File: src/rtl/bus_pkg.sv
// Shared bus definitions: FSM encoding, cmd bit positions, widths and defaults.
package bus_pkg;

  localparam int unsigned ADDR_W          = 10;
  localparam int unsigned DATA_W          = 8;
  localparam int unsigned CMD_W           = 2;
  localparam int unsigned CMD_READ        = 0;
  localparam int unsigned CMD_WRITE       = 1;
  localparam int unsigned TIMEOUT_DEFAULT = 31;

  typedef enum logic [1:0] {
    ST_IDLE  = 2'd0,
    ST_ISSUE = 2'd1,
    ST_WAIT  = 2'd2,
    ST_DONE  = 2'd3
  } bus_state_e;

  typedef struct packed {
    logic              write;
    logic [ADDR_W-1:0] addr;
    logic [DATA_W-1:0] wdata;
  } bus_req_t;

  // One-hot engine command for a given direction.
  function automatic logic [CMD_W-1:0] cmd_for(input logic write);
    cmd_for = write ? CMD_W'(1 << CMD_WRITE) : CMD_W'(1 << CMD_READ);
  endfunction

endpackage

File: src/rtl/bus_cycle_arbiter_rr_arbiter2.sv
// Two-way round-robin picker; remembers which requester was served last.
module rr_arbiter2 (
  input  logic       clk,
  input  logic       reset,
  input  logic [1:0] req,
  input  logic       update,
  input  logic       served,
  output logic       pick_c
);

  logic last_q;

  // Last-served register; requester 1 after reset so requester 0 wins the first tie.
  always_ff @(posedge clk) begin
    if (!reset) begin
      last_q <= 1'b1;
    end else if (update) begin
      last_q <= served;
    end
  end

  // Lone requester wins outright; on a tie the one not served last wins.
  always_comb begin
    case (req)
      2'b01:   pick_c = 1'b0;
      2'b10:   pick_c = 1'b1;
      default: pick_c = ~last_q;
    endcase
  end

endmodule

File: src/rtl/bus_cycle_arbiter.sv
// Arbitrates two requesters onto a single ISA-style bus engine, one cycle at a time.
module bus_cycle_arbiter
  import bus_pkg::*;
#(
  parameter int unsigned TIMEOUT = TIMEOUT_DEFAULT
) (
  input  logic              clk,
  input  logic              reset,
  input  logic [1:0]        req,
  input  logic [1:0]        req_write,
  input  logic [ADDR_W-1:0] req_addr0,
  input  logic [ADDR_W-1:0] req_addr1,
  input  logic [DATA_W-1:0] req_wdata0,
  input  logic [DATA_W-1:0] req_wdata1,
  output logic [1:0]        ack,
  output logic              err,
  output logic [DATA_W-1:0] rdata,
  output logic [CMD_W-1:0]  cmd,
  output logic [ADDR_W-1:0] bus_addr,
  output logic [DATA_W-1:0] bus_wdata,
  input  logic [DATA_W-1:0] bus_rdata,
  input  logic              cycle_done_n
);

  localparam int unsigned      CNT_W    = $clog2(TIMEOUT + 1);
  localparam logic [CNT_W-1:0] CNT_MAX  = CNT_W'(TIMEOUT);
  // Firing one count early makes the total cmd-active time exactly TIMEOUT clocks.
  localparam logic [CNT_W-1:0] CNT_FIRE = CNT_W'(TIMEOUT - 1);

  bus_state_e        state_q;
  bus_state_e        state_next;
  logic              pick;
  bus_req_t          cur_req;
  logic              winner_q;
  logic              dir_q;
  logic              dir_next;
  logic [CNT_W-1:0]  tcnt_q;
  logic              grant;
  logic              done_hit;
  logic              timeout_hit;
  logic [CMD_W-1:0]  cmd_d;
  logic [1:0]        ack_d;
  logic              err_d;
  logic [DATA_W-1:0] rdata_d;

  rr_arbiter2 u_rr (
    .clk    (clk),
    .reset  (reset),
    .req    (req),
    .update (state_q == ST_DONE),
    .served (winner_q),
    .pick_c (pick)
  );

  // Payload of the requester the picker currently favours.
  assign cur_req = pick ? {req_write[1], req_addr1, req_wdata1}
                        : {req_write[0], req_addr0, req_wdata0};

  assign grant       = (state_q == ST_IDLE) && (req != 2'b00);
  assign done_hit    = (state_q == ST_WAIT) && !cycle_done_n;
  assign timeout_hit = (state_q == ST_WAIT) && cycle_done_n && (tcnt_q >= CNT_FIRE);

  // State register.
  always_ff @(posedge clk) begin
    if (!reset) begin
      state_q <= ST_IDLE;
    end else begin
      state_q <= state_next;
    end
  end

  // Next-state logic; completion strobe only counts while waiting.
  always_comb begin
    state_next = state_q;
    case (state_q)
      ST_IDLE:  if (grant) state_next = ST_ISSUE;
      ST_ISSUE: state_next = ST_WAIT;
      ST_WAIT:  if (done_hit || timeout_hit) state_next = ST_DONE;
      ST_DONE:  state_next = ST_IDLE;
      default:  state_next = ST_IDLE;
    endcase
  end

  // Output next-values, computed from the upcoming state so outputs can be registered.
  always_comb begin
    cmd_d    = '0;
    ack_d    = 2'b00;
    err_d    = 1'b0;
    rdata_d  = rdata;
    dir_next = grant ? cur_req.write : dir_q;
    if ((state_next == ST_ISSUE) || (state_next == ST_WAIT)) begin
      cmd_d = cmd_for(dir_next);
    end
    if (done_hit || timeout_hit) begin
      ack_d = winner_q ? 2'b10 : 2'b01;
    end
    if (timeout_hit) begin
      err_d   = 1'b1;
      rdata_d = 8'hFF;
    end else if (done_hit && !dir_q) begin
      rdata_d = bus_rdata;
    end
  end

  // Registered outputs.
  always_ff @(posedge clk) begin
    if (!reset) begin
      cmd   <= '0;
      ack   <= 2'b00;
      err   <= 1'b0;
      rdata <= '0;
    end else begin
      cmd   <= cmd_d;
      ack   <= ack_d;
      err   <= err_d;
      rdata <= rdata_d;
    end
  end

  // Transaction latches, loaded only when a grant is made from IDLE.
  always_ff @(posedge clk) begin
    if (!reset) begin
      bus_addr  <= '0;
      bus_wdata <= '0;
      dir_q     <= 1'b0;
      winner_q  <= 1'b0;
    end else if (grant) begin
      bus_addr  <= cur_req.addr;
      bus_wdata <= cur_req.wdata;
      dir_q     <= cur_req.write;
      winner_q  <= pick;
    end
  end

  // Saturating timeout counter, cleared at grant and running through ISSUE and WAIT.
  always_ff @(posedge clk) begin
    if (!reset) begin
      tcnt_q <= '0;
    end else if (grant) begin
      tcnt_q <= '0;
    end else if (((state_q == ST_ISSUE) || (state_q == ST_WAIT)) && (tcnt_q != CNT_MAX)) begin
      tcnt_q <= tcnt_q + CNT_W'(1);
    end
  end

endmodule

File: config.mk
export PLATFORM = sky130hd
export DESIGN_NAME = bus_cycle_arbiter
export DESIGN_NICKNAME = d
export VERILOG_FILES = /design/src/rtl/bus_pkg.sv /design/src/rtl/bus_cycle_arbiter_rr_arbiter2.sv /design/src/rtl/bus_cycle_arbiter.sv
export SDC_FILE = /design/constraint.sdc
export NUM_CORES = 1
export LEC_CHECK = 0
export BUFFER_PORTS_ARGS = -buffer_cell sky130_fd_sc_hd__clkbuf_2
export CORE_AREA = 2 2 74 69
export DETAILED_ROUTE_END_ITERATION = 6
export DIE_AREA = 0 0 76 71
export HOLD_SLACK_MARGIN = 0.1
export PLACE_DENSITY = 0.69
export REMOVE_ABC_BUFFERS = 1
export SYNTH_ARGS = -nofsm -noshare
export SYNTH_HDL_FRONTEND = slang
export SYNTH_SLANG_ARGS = --single-unit
File: constraint.sdc
create_clock -name clk -period 2.6 [get_ports clk]
set_input_delay 0.13 -clock clk [delete_from_list [all_inputs] [get_ports clk]]
set_output_delay 0.13 -clock clk [all_outputs]
set_load 0.01 [all_outputs]
=== After elaboration in Yosys (flattened, before gate mapping) ===
Index checks and enable logic that the tools add are counted.

* Multiplexer cells: 11
* Add/subtract/negate cells: 1
* Order comparisons: 1
* Bitwise operators: 2
* Reductions and logical operators: 17
* Equality and inequality tests: 8

{| class="wikitable"
|+ Operator list
! operator !! count
|-
| $mux 19 || 1
|-
| $mux 8 || 2
|-
| $eq 2x2->1 const B || 4
|-
| $mux 2 || 4
|-
| $pmux 2 s4 || 1
|-
| $eq 2x1->1 const B || 3
|-
| $logic_and 1x1->1 || 6
|-
| $add 5x1->5 const B || 1
|-
| $ge 5x5->1 const B || 1
|-
| $ne 5x5->1 const B || 1
|-
| $reduce_and 2->1 || 2
|-
| $reduce_bool 2->1 || 2
|-
| $logic_or 1x1->1 || 3
|-
| $logic_not 1->1 || 2
|-
| $logic_not 2->1 || 1
|-
| $mux 1 || 2
|-
| $not 1->1 || 2
|-
| $pmux 1 s2 || 1
|-
| $reduce_or 2->1 || 1
|}

* Word-level logic and storage cells: 51
* Input port bits: 51
* Output and inout bits: 31
* Register bits after elaboration: 41

=== Depth between registers and ports, before layout ===
Gate-level depths: netlist of run 1.

* Depth in word-level cells: 9
* Mapped depth: 8
* Depth with buffers taken out: 7

=== Cells and area by module ===
Synthesis of run 1 repeated with hierarchy kept, for this count alone.

* Cell total of the unflattened synthesis: 187
* Area, all modules: 1881.8 sq um

{| class="wikitable"
|+ Modules (own cells, without submodules)
! module !! cells an instance !! area each (sq um) !! times used !! seq. area each (sq um)
|-
| bus_cycle_arbiter || 180 || 1818.0 || 1 || 800.8
|-
| rr_arbiter2 || 7 || 63.8 || 1 || 20.0
|}

=== Least setup slack after synthesis of run 1 ===
OpenSTA, ideal clock, no wires.

* Path type: register to register
* Start point: reg tcnt_q[0]
* End point: reg cmd[1]
* Buffers on the path: 0
* Clock period less this slack: 1.608 ns
* Data required time: 2.497 ns
* Library setup time: 0.103 ns
* Stages on the path, launching flop included: 7
* Arrival time: 1.505 ns
* Path slack: 0.992 ns
* Path through: dfxtp_1 -> inv_1 -> ha_1 -> o2111a_2 -> nor4_2 -> o21ai_0 -> a2111oi_2

* Word-level cells in the longest chain between the ends: 8
* Elaborated cells on any way between the ends: 9
* Those cells by class: order compare (1); eq/ne (2); mux (2); reduce/logical (4)

{| class="wikitable"
|+ RTL lines
! what !! line !! RTL
|-
| start: declaration || bus_cycle_arbiter.sv:37 || <nowiki>logic [CNT_W-1:0] tcnt_q;</nowiki>
|-
| start signal: assignment || bus_cycle_arbiter.sv:142 || <nowiki>tcnt_q <= tcnt_q + CNT_W'(1);</nowiki>
|-
| $ge 5x5->1 * || bus_cycle_arbiter.sv:61 || <nowiki>assign timeout_hit = (state_q == ST_WAIT) && cycle_done_n && (tcnt_q >= CNT_FIRE);</nowiki>
|-
| $logic_and 1x1->1 * || bus_cycle_arbiter.sv:61 ||
|-
| $logic_or 1x1->1 * || bus_cycle_arbiter.sv:78 || <nowiki>ST_WAIT: if (done_hit || timeout_hit) state_next = ST_DONE;</nowiki>
|-
| $mux 2 * || bus_cycle_arbiter.sv:78 ||
|-
| $pmux 2 s4 * || bus_cycle_arbiter.sv:75 || <nowiki>case (state_q)</nowiki>
|-
| $eq 2x1->1 / $eq 2x2->1 (equally long branches) || bus_cycle_arbiter.sv:91 || <nowiki>if ((state_next == ST_ISSUE) || (state_next == ST_WAIT)) begin</nowiki>
|-
| $logic_or 1x1->1 * || bus_cycle_arbiter.sv:91 ||
|-
| $reduce_and 2->1 (no line) * || n/a ||
|-
| end signal: assignment || bus_cycle_arbiter.sv:113 || <nowiki>cmd <= cmd_d;</nowiki>
|-
| end: declaration || bus_cycle_arbiter.sv:18 || <nowiki>output logic [CMD_W-1:0] cmd,</nowiki>
|}

Every way passes the cells marked *; elsewhere a longest branch is shown, timed or not.
A chain may end at the register's enable or synchronous reset.

=== Final worst setup path of run 1 ===
* Start point: reg state_q[0]
* End point: reg tcnt_q[1]

* Word-level cells in the longest chain between the ends: 3
* Elaborated cells on any way between the ends: 7
* Those cells by class: eq/ne (2); reduce/logical (5)

{| class="wikitable"
|+ RTL lines
! what !! line !! RTL
|-
| start: declaration || bus_cycle_arbiter.sv:30 || <nowiki>bus_state_e state_q;</nowiki>
|-
| start signal: assignment || bus_cycle_arbiter.sv:68 || <nowiki>state_q <= state_next;</nowiki>
|-
| $eq 2x1->1 (tied with other cells) || bus_cycle_arbiter.sv:141 || <nowiki>end else if (((state_q == ST_ISSUE) || (state_q == ST_WAIT)) && (tcnt_q != CNT_MAX)) begin</nowiki>
|-
| $logic_or 1x1->1 / $logic_and 1x1->1 (equally long branches) || bus_cycle_arbiter.sv:141, bus_cycle_arbiter.sv:59 ||
|-
| $logic_and 1x1->1 / $reduce_or 2->1 (equally long branches) || n/a ||
|}

Parallel ways exist; a longest one is shown, timed or not.

==> impl_metrics.yaml, run 1 <==
clock_tree:
  clkSinkCount: 41
  post-cts-setup-buffers: 0
  worstSkewPairLatency_ps: 290
  clock_path_buffers: 2
  cts_buffers: 5
  cts_root_buf: "clkbuf_8"
  path_clk_slew_ps: 70
  htree_levels: 2
  cts_tree: "yes"
  ctsResizeCount: 0
finish:
  area_growth_pct: 33.40
  fin_nets: 324
  drive_gt1_frac: 0.3684
  n_antenna_cell: 0
  fin_area_um2: 2404
sta:
  rsz0062_at_grt: "no"
  period_share: 0.6760
  drv_slew: 0
  hold_viol: 0
  worst_pin_slew_ps: 441.8
  setup_violations: 0
  timing.fmax_ghz: 0.5689
  fin_crit_ps: 1758
  skew_ps: 5.691
  setup_ws_ps: 842.4
  relSlewSlack: 0.7041
routing:
  drc: 0
  ant_nets: 0
  drtIter0Drc: 71
  wl_per_cell_um: 11.24
  num_vias: 1531
  dr.pass1.iters: 4
  wl_mm: 3.722
  vias_per_cell: 4.625
outcome:
  outcome: "complete, no violations"
logic_synthesis:
  synth_top_family_by_area: "multiplexers"
  synthAdderAreaFrac: 0.05556
  ys_warn_count: 0
  syn_area_um2: 1802
  async_flop_share: 0
  avgSynthCellArea_um2: 9.792
  ys_types: 31
  synthSimpleGateAreaFrac: 0.1264
  ys.flop_type: "dfxtp_1"
  ys_seq_area_frac: 0.4556
  synth_cells: 184
  muxShareOfSynthArea: 0.1556
  synth_edf_count: 0
  ys_ff_latch: 41
  yosys.area_share.xor_xnor: 0.01458
  synth_compound_area_frac: 0.1444
setup_path:
  critPathLaunchType: "flip-flop"
  cp_max_fo: 33
  cp_data_required_time_ps: 2760
  crit_slowest_cell: "nor2b_2"
  max_stage_delay_ps: 430
  cp.arrival_ps: 1920
  ff2ff_path_depth: 6
  cp_cell_sequence: "inv_1 -> ha_1 -> nor2b_2 -> buf_12 -> nand2b_1 -> a211oi_1"
  critPathKind: "reg2reg"
  end_kind: "flip-flop"
place:
  dpl_worst_slack_ps: 837.7
  gp_congestion: 0.7497
  hpwl_mm: 2.815
  io_buffers: 81
  postPlaceCellArea_um2: 2277
power:
  cellLeakagePower_nw: 1.197
  finalPower_mw: 2.310
  ir_worst_vdd_v: 0.0003783
  powerDensity_nw_per_um2: 961.3
hold_path:
  hold_depth: 3
  hp-class: "in2reg"
grt:
  grt_pass1_vias: 1322
  grt_pass1_wl_mm: 6.120
  grt_max_degree: 34
  track_usage: 0.1435
  overflow: 0
  antenna_found_initial: 0
floorplanning:
  die_x_um: 76
  initial_core_util: 0.3871
  placement_rows: 24
  die_h_um: 71
  core_area_um2: 4654
  dieArea_um2: 5396
  io_pins: 82
run:
  maxCapViolCount: 0
==> placed cells by master (no fill, tap or decap) <==
cell type	instances
mux2i_1	28
dlygate4sd3_1	1
buf_12	1
nor3_1	2
clkbuf_8	6
ha_1	8
xnor2_1	1
a31oi_1	1
and3_1	2
nand4_1	1
o2111a_2	1
a21bo_2	1
clkbuf_1	1
clkbuf_2	81
or3_4	1
and2_1	2
a2111oi_2	1
o21ai_0	1
bufinv_16	1
nor2_1	28
nand2b_1	1
or2_1	1
nand2_1	4
buf_4	3
nor4_2	1
dfxtp_1	41
nand3_1	2
o22ai_1	1
a21oi_1	8
o211ai_1	1
inv_1	8
xor2_1	2
nor2b_2	1
nor2b_1	1
a211oi_1	21
nor3b_1	1
==> layout make-up <==
type,instances,area (µm²)
Tap cell,65,81.33
Multi-Input combinational cell,123,897.1
Fill cell,445,2251
Sequential cell,41,820.8
Timing Repair Buffer,86,457.9
Inverter,8,30.03
Clock inverter,1,30.03
Clock buffer,7,86.33
==> worst max-delay path: cells and delay by family, from the launching register on <==
kind / cells / cell delay [ps]
flip-flops: 1 / 340
AND/OR/NAND/NOR: 2 / 650
buffers and inverters: 2 / 330
adder cells (fa/ha/maj): 1 / 220
AO/OA/AOI/OAI: 1 / 60
==> synthesized netlist by cell type (2+ instances only) <==
| master | instances | area [µm²] |
|---|---|---|
| buf_4 | 2 | 15.01 |
| a211oi_1 | 21 | 157.7 |
| buf_2 | 3 | 15.01 |
| nand2_1 | 4 | 15.01 |
| ha_1 | 8 | 100.1 |
| xor2_1 | 2 | 17.52 |
| nand3_1 | 2 | 10.01 |
| and3_1 | 2 | 12.51 |
| nor2b_1 | 2 | 12.51 |
| and2_1 | 2 | 12.51 |
| a21oi_1 | 8 | 40.04 |
| clkbuf_1 | 7 | 26.28 |
| dfxtp_1 | 41 | 820.8 |
| nor3_1 | 2 | 10.01 |
| inv_1 | 8 | 30.03 |
| mux2i_1 | 28 | 280.3 |
| nor2_1 | 28 | 105.1 |
==> metal layers <==
| metal | track usage | routed length, µm | share of wire |
|---|---|---|---|
| met5 | 0 | 0 | 0 |
| met4 | 0.04848 | 53 | 0.014 |
| met3 | 0.05995 | 337 | 0.091 |
| met2 | 0.2222 | 1533 | 0.41 |
| met1 | 0.1826 | 1797 | 0.48 |
==> logic make-up (layout without fill, tap and decap cells) <==
group / after synthesis / after routing
adder cells (fa/ha/maj): 8 / 8
buffers and inverters: 20 / 102
multiplexers: 28 / 28
XOR/XNOR: 3 / 3
flip-flops: 41 / 41
AO/OA/AOI/OAI: 36 / 36
AND/OR/NAND/NOR: 48 / 48
==> per-stage QoR <==
stage	util	hold slack (ps)	TNS [ps]	std cells
2_1_floorplan	-	191.9	-109.5	172
3_3_place_gp	0.4892	365.8	0	322
3_5_place_dp	0.4892	365.5	0	322
4_1_cts	0.5164	124.9	0	331
5_1_grt	0.5164	126.8	0	331
6_report	0.5164	128.9	0	331
==> where the power goes <==
group          switching (mW)  total (mW)  internal (mW)  leakage, nW
registers              0.0958       0.889          0.793        0.337
clock network           0.214       0.527          0.313       0.0585
logic                   0.490       0.894          0.404        0.802
==> final timing paths <==
check	startpoint	endpoint	slack (ps)
setup / recovery	state_q[0]	tcnt_q[1]	840
setup reg to reg	state_q[0]	tcnt_q[1]	840
hold / removal	bus_rdata[3]	rdata[3]	130
hold reg to reg	u_rr.last_q	u_rr.last_q	470
==> what timing repair did <==
item                                    4_1_cts  5_1_grt
hold buffers                                  1        0
endpoints found under the hold margin         1        0
endpoints found under the setup margin        0        0
==> flip-flops by register name, summed over array words and instances (netlist names), 2 cells and up <==
signal / count
bus_addr: 10
rdata: 8
cmd: 2
state_q: 2
tcnt_q: 5
bus_wdata: 8
ack: 2
No activity file was read; power rests on OpenSTA's default activity.
==> inputs of run 2 (changes only) <==
clock period = 1.7 ns   (was 2.6 ns; I/O delays follow)
==> run 2 against run 1 <==
Compared with the run above: sequential power grew 53%; combinational power increased by 73%; design area is 8.2% higher; critical path depth did not move; register-to-register slack worse by 770 ps; fmax grew 8.1%; sequential cell count is the same; clock-buffer cell count shrank 1; non-clock buffer count up 20; total power up 52%; first-iteration DRC count down 30%; via count grew 4.8%; critical path type unchanged; critical endpoint is now cmd[1]; largest cell class unchanged; highest routed layer unchanged.
==> impl_metrics.yaml, run 2 (same netlist as run 1, synthesis figures left out) <==
place:
  io_buffers: 81
  hpwl_mm: 2.868
  dp.cells: 328
  gp_congestion: 0.7515
  postPlaceCellArea_um2: 2335
finish:
  final_common_cell: "clkbuf_2"
  n_antenna_cell: 0
  fin_nets: 344
  fin_cells: 351
  fin_area_um2: 2601
  layout_common_cells: "clkbuf_2, dfxtp_1, nor2_1, mux2i_1, a211oi_1"
  drive_gt1_frac: 0.3846
  largestRegisters: "bus_addr: 10 flops, bus_wdata: 8 flops, rdata: 8 flops"
  largest_reg_flops: 10
  area_growth_pct: 44.37
  regMostFlops: "bus_addr"
setup_path:
  setup.worst_path.end: "cmd[1]"
  critPathKind: "reg2reg"
  cp_data_required_time_ps: 1890
  cp.arrival_ps: 1820
  max_stage_delay_ps: 380
  critPathLaunchType: "flip-flop"
  reg2reg_to: "cmd[1]"
  end_kind: "flip-flop"
  worstSetupStartpoint: "tcnt_q[0]"
  reg2reg_from: "tcnt_q[0]"
  cp_cell_sequence: "inv_1 -> ha_1 -> o2111a_2 -> nor4_4 -> or3_4 -> a2111oi_4"
  crit_slowest_cell: "or3_4"
  ff2ff_path_depth: 6
  r2r_slack_ps: 70
  cp_max_fo: 4
clock_tree:
  cts_tree: "yes"
  cts_buffers: 5
  path_clk_slew_ps: 70
  worstSkewPairLatency_ps: 290
  clock_path_buffers: 2
  post-cts-setup-buffers: 0
  clkSinkCount: 41
  cts_root_buf: "clkbuf_8"
  htree_levels: 2
grt:
  grt_max_degree: 33
  grt_pass1_vias: 1516
  overflow: 0
  antenna_found_initial: 0
  track_usage: 0.1555
  grt_pass1_wl_mm: 6.651
floorplanning:
  initial_core_util: 0.3871
  die_x_um: 76
  placement_rows: 24
  die_h_um: 71
  io_pins: 82
  core_area_um2: 4654
  dieArea_um2: 5396
hold_path:
  hp-class: "in2reg"
routing:
  drc: 0
  vias_per_cell: 4.570
  num_vias: 1604
  dr.pass1.iters: 4
  wl_mm: 3.968
  drtIter0Drc: 50
  wl_per_cell_um: 11.30
  ant_nets: 0
power:
  switching_share: 0.3601
  cellLeakagePower_nw: 1.281
  netSwitchingPower_mw: 1.267
  intPower_mw: 2.251
  comb_power_share: 0.441
  powerDensity_nw_per_um2: 1352
  power_frac_seq: 0.388
  pwr-share-clk: 0.171
  ir_worst_vdd_v: 0.0008261
  finalPower_mw: 3.518
sta:
  fin_hold_ws_ps: 113.6
  timing.setup.tns_ps: 0
  setup_violations: 0
  fin_crit_ps: 1625
  period_share: 0.9561
  skew_ps: 3.204
  drv_slew: 0
  hold_viol: 0
  timing.fmax_ghz: 0.6152
  rsz0062_at_grt: "no"
  relSlewSlack: 0.7800
  worst_pin_slew_ps: 329.0
run:
  maxCapViolCount: 0
outcome:
  outcome: "complete, no violations"
-- run 2: cell count changes in the layout (fill, tap and decap cells not counted), moves of 2 or more --
cell / change
dlygate4sd3_1: +14
buf_4: +5
dfxtp_2: +3
clkinv_2: +2
dfxtp_1: -3
-- run 2: final cells by class --
cell class | instances | area (µm²)
inverters | 8 | 30.03
clock inverters | 2 | 10.01
multi-input cells | 123 | 927.1
well taps | 65 | 81.33
fillers | 423 | 2053
repair buffers | 106 | 655.6
clock buffers | 6 | 72.57
flip-flops and latches | 41 | 824.5
-- run 2: critical path: cells and delay by family, from the launching register on --
kind | cells | cell delay [ps]
AO/OA/AOI/OAI | 2 | 560
adder cells (fa/ha/maj) | 1 | 130
buffers and inverters | 1 | 60
flip-flops | 1 | 340
AND/OR/NAND/NOR | 2 | 430
-- run 2: timing repair --
item,in CTS,in global routing
hold endpoints to repair,15,0
hold buffers,15,0
setup endpoints to repair,1,6
gates resized for setup,3,6
-- run 2: worst min path at each step --
stage,startpoint,endpoint,cells after the start
after global routing,req_addr1[0],bus_addr[0],3
after floorplan,reset,u_rr.last_q,1
after global placement,reset,u_rr.last_q,2
final,req_addr0[1],bus_addr[1],3
after detailed placement,reset,u_rr.last_q,2
after CTS,req_addr0[4],bus_addr[4],3
-- run 2: per-layer routing --
metal	vias up	routed length (µm)	global-route usage
li1	854	-	-
met3	5	349	0.07143
met2	68	1834	0.2609
met1	677	1730	0.1744
met5	-	0	0
met4	0	53	0.06061
-- run 2: power by group through the flow --
| stage | clock network (mW) | registers, mW | logic [mW] |
|---|---|---|---|
| floorplan | 0 | 1.46 | 0.818 |
| global placement | 0 | 1.37 | 1.42 |
| detailed placement | 0 | 1.38 | 1.45 |
| CTS | 0.639 | 1.36 | 1.50 |
| global route | 0.673 | 1.40 | 1.74 |
| finish | 0.602 | 1.36 | 1.55 |
-- run 2: per-stage QoR --
| stage | utilization | worst slack (ps) |
|---|---|---|
| 2_1_floorplan | - | -973.5 |
| 3_3_place_gp | 0.5016 | 36.33 |
| 3_5_place_dp | 0.5016 | -39.85 |
| 4_1_cts | 0.5538 | 8.471 |
| 5_1_grt | 0.5589 | 9.978 |
| 6_report | 0.5589 | 74.64 |
==> inputs of run 3 (changes only) <==
clock period = 1.53 ns   (was 1.7 ns; I/O delays follow)
==> run 3 against run 2 <==
Compared with the run above: the run now ends with negative setup slack left; register-to-register slack worse by 170 ps; sequential power is 11% higher; die area stayed put; fmax is 0.13% higher; combinational power is 30% higher; via count is 5.9% higher; final cell count is 2.8% higher; core utilization is 2.6 points higher; clock power is 15% higher; global-route usage is 0.84 points higher.
==> impl_metrics.yaml, run 3 (same netlist as run 1, synthesis figures left out) <==
outcome:
  outcome: "finished, violations left"
  violations: "negative setup slack"
setup_path:
  ff2ff_path_depth: 6
  cp_max_fo: 3
  cp_cell_sequence: "inv_2 -> ha_2 -> o2111a_2 -> nor4_4 -> or3_4 -> a2111oi_4"
  critPathKind: "reg2reg"
  reg2reg_to: "cmd[1]"
  reg2reg_from: "tcnt_q[0]"
  cp_data_required_time_ps: 1730
  crit_slowest_cell: "or3_4"
  end_kind: "flip-flop"
  max_stage_delay_ps: 390
  r2r_slack_ps: -90
  cp.arrival_ps: 1820
  critPathLaunchType: "flip-flop"
  worstSetupStartpoint: "tcnt_q[0]"
routing:
  dr.pass1.iters: 4
  vias_per_cell: 4.704
  num_vias: 1698
  wl_per_cell_um: 12.13
  drc: 0
  drtIter0Drc: 57
  ant_nets: 0
  wl_mm: 4.380
clock_tree:
  clock_path_buffers: 2
  clkSinkCount: 41
  worstSkewPairLatency_ps: 290
  cts_tree: "yes"
  path_clk_slew_ps: 80
  cts_root_buf: "clkbuf_8"
  cts_buffers: 5
  htree_levels: 2
floorplanning:
  initial_core_util: 0.3871
  io_pins: 82
  die_x_um: 76
  dieArea_um2: 5396
  core_area_um2: 4654
  die_h_um: 71
  placement_rows: 24
power:
  finalPower_mw: 4.213
  comb_power_share: 0.477
  netSwitchingPower_mw: 1.520
  ir_worst_vdd_v: 0.0007270
  cellLeakagePower_nw: 1.339
  pwr-share-clk: 0.164
  intPower_mw: 2.693
  powerDensity_nw_per_um2: 1549
  power_frac_seq: 0.359
  switching_share: 0.3609
grt:
  grtUsageMet2: 0.2778
  antenna_found_initial: 0
  grt_pass1_wl_mm: 7.065
  grt-busiest-layer: "met2"
  met3_usage: 0.05740
  grt_pass1_vias: 1586
  track_usage: 0.1639
  overflow: 0
  grt_max_degree: 33
  use_met1: 0.1940
finish:
  area_growth_pct: 50.97
  largestRegisters: "bus_addr: 10 flops, bus_wdata: 8 flops, rdata: 8 flops"
  n_antenna_cell: 0
  regMostFlops: "bus_addr"
  fillers: 421
  multi_input_area_um2: 942.2
  layout_common_cells: "clkbuf_2, dfxtp_1, nor2_1, mux2i_1, a211oi_1"
  largest_reg_flops: 10
  final_common_cell: "clkbuf_2"
  fin_nets: 354
  fin_cells: 361
  ff_latch_area_um2: 823.3
  drive_gt1_frac: 0.4122
  fin_area_um2: 2720
sta:
  relSlewSlack: 0.7803
  skew_ps: 6.370
  worst_pin_slew_ps: 328.6
  rsz0062_at_grt: "yes"
  setup_ws_ps: -93.29
  setup_violations: 4
  timing.fmax_ghz: 0.6160
  fin_crit_ps: 1623
  hold_viol: 0
  fin_hold_ws_ps: 102.3
  drv_slew: 0
  period_share: 1.061
place:
  gp_congestion: 0.7926
  hpwl_mm: 3.021
  dp.cells: 333
  io_buffers: 81
  postPlaceCellArea_um2: 2372
  dpl_worst_slack_ps: -171.3
run:
  maxCapViolCount: 0
hold_path:
  whs_endpoint: "bus_addr[1]"
  hp-start: "req_addr1[1]"
  hold_depth: 3
  hp-class: "in2reg"
[run 3: how the worst max path moves through the flow]
stage,to,slack (ps),depth (start not counted)
floorplan,cmd[1],-1140,5
global placement,cmd[1],-120,6
detailed placement,cmd[1],-170,6
CTS,cmd[1],-80,6
global route,cmd[1],-150,6
finish,cmd[1],-90,6
[run 3: per-stage QoR]
step | utilization | TNS (ps)
6_report | 0.5844 | -151.8
5_1_grt | 0.5844 | -908.0
4_1_cts | 0.5685 | -518.7
3_5_place_dp | 0.5097 | -573.1
3_3_place_gp | 0.5097 | -230.4
2_1_floorplan | - | -28020
[run 3: cell type report]
class / instances / share of cell area
tap: 65 / 0.02990
clock buffer: 5 / 0.02530
inverter: 8 / 0.01104
clock inverter: 3 / 0.006440
sequential: 41 / 0.3027
timing repair buffer: 116 / 0.2783
multi-input combinational: 123 / 0.3464
[run 3: worst max-delay path: cells and delay by family, from the launching register on]
family,cells,cell delay (ps)
simple gates,2,450
compound gates,2,550
flops,1,340
fa+ha+maj,1,150
buf+inv,1,50
[run 3: per-layer routing]
metal,vias up,share of wire,wire length [µm]
met4,0,0.013,59
met5,-,0,0
met2,73,0.46,2015
li1,868,-,-
met3,6,0.076,335
met1,751,0.45,1969
[run 3: what timing repair did]
item	4_1_cts	5_1_grt
gates resized for setup	8	6
hold endpoints to repair	15	1
hold buffers	15	2
endpoints found under the setup margin	11	35
buffers inserted	1	1
gates cloned	0	1
pin swaps	4	7
[run 3: power groups by stage]
stage | logic, mW | clock network, mW | registers, mW
2_1_floorplan | 0.909 | 0 | 1.62
3_3_place_gp | 1.67 | 0 | 1.52
3_5_place_dp | 1.70 | 0 | 1.53
4_1_cts | 1.84 | 0.716 | 1.51
5_1_grt | 2.20 | 0.762 | 1.56
6_report | 2.01 | 0.691 | 1.51
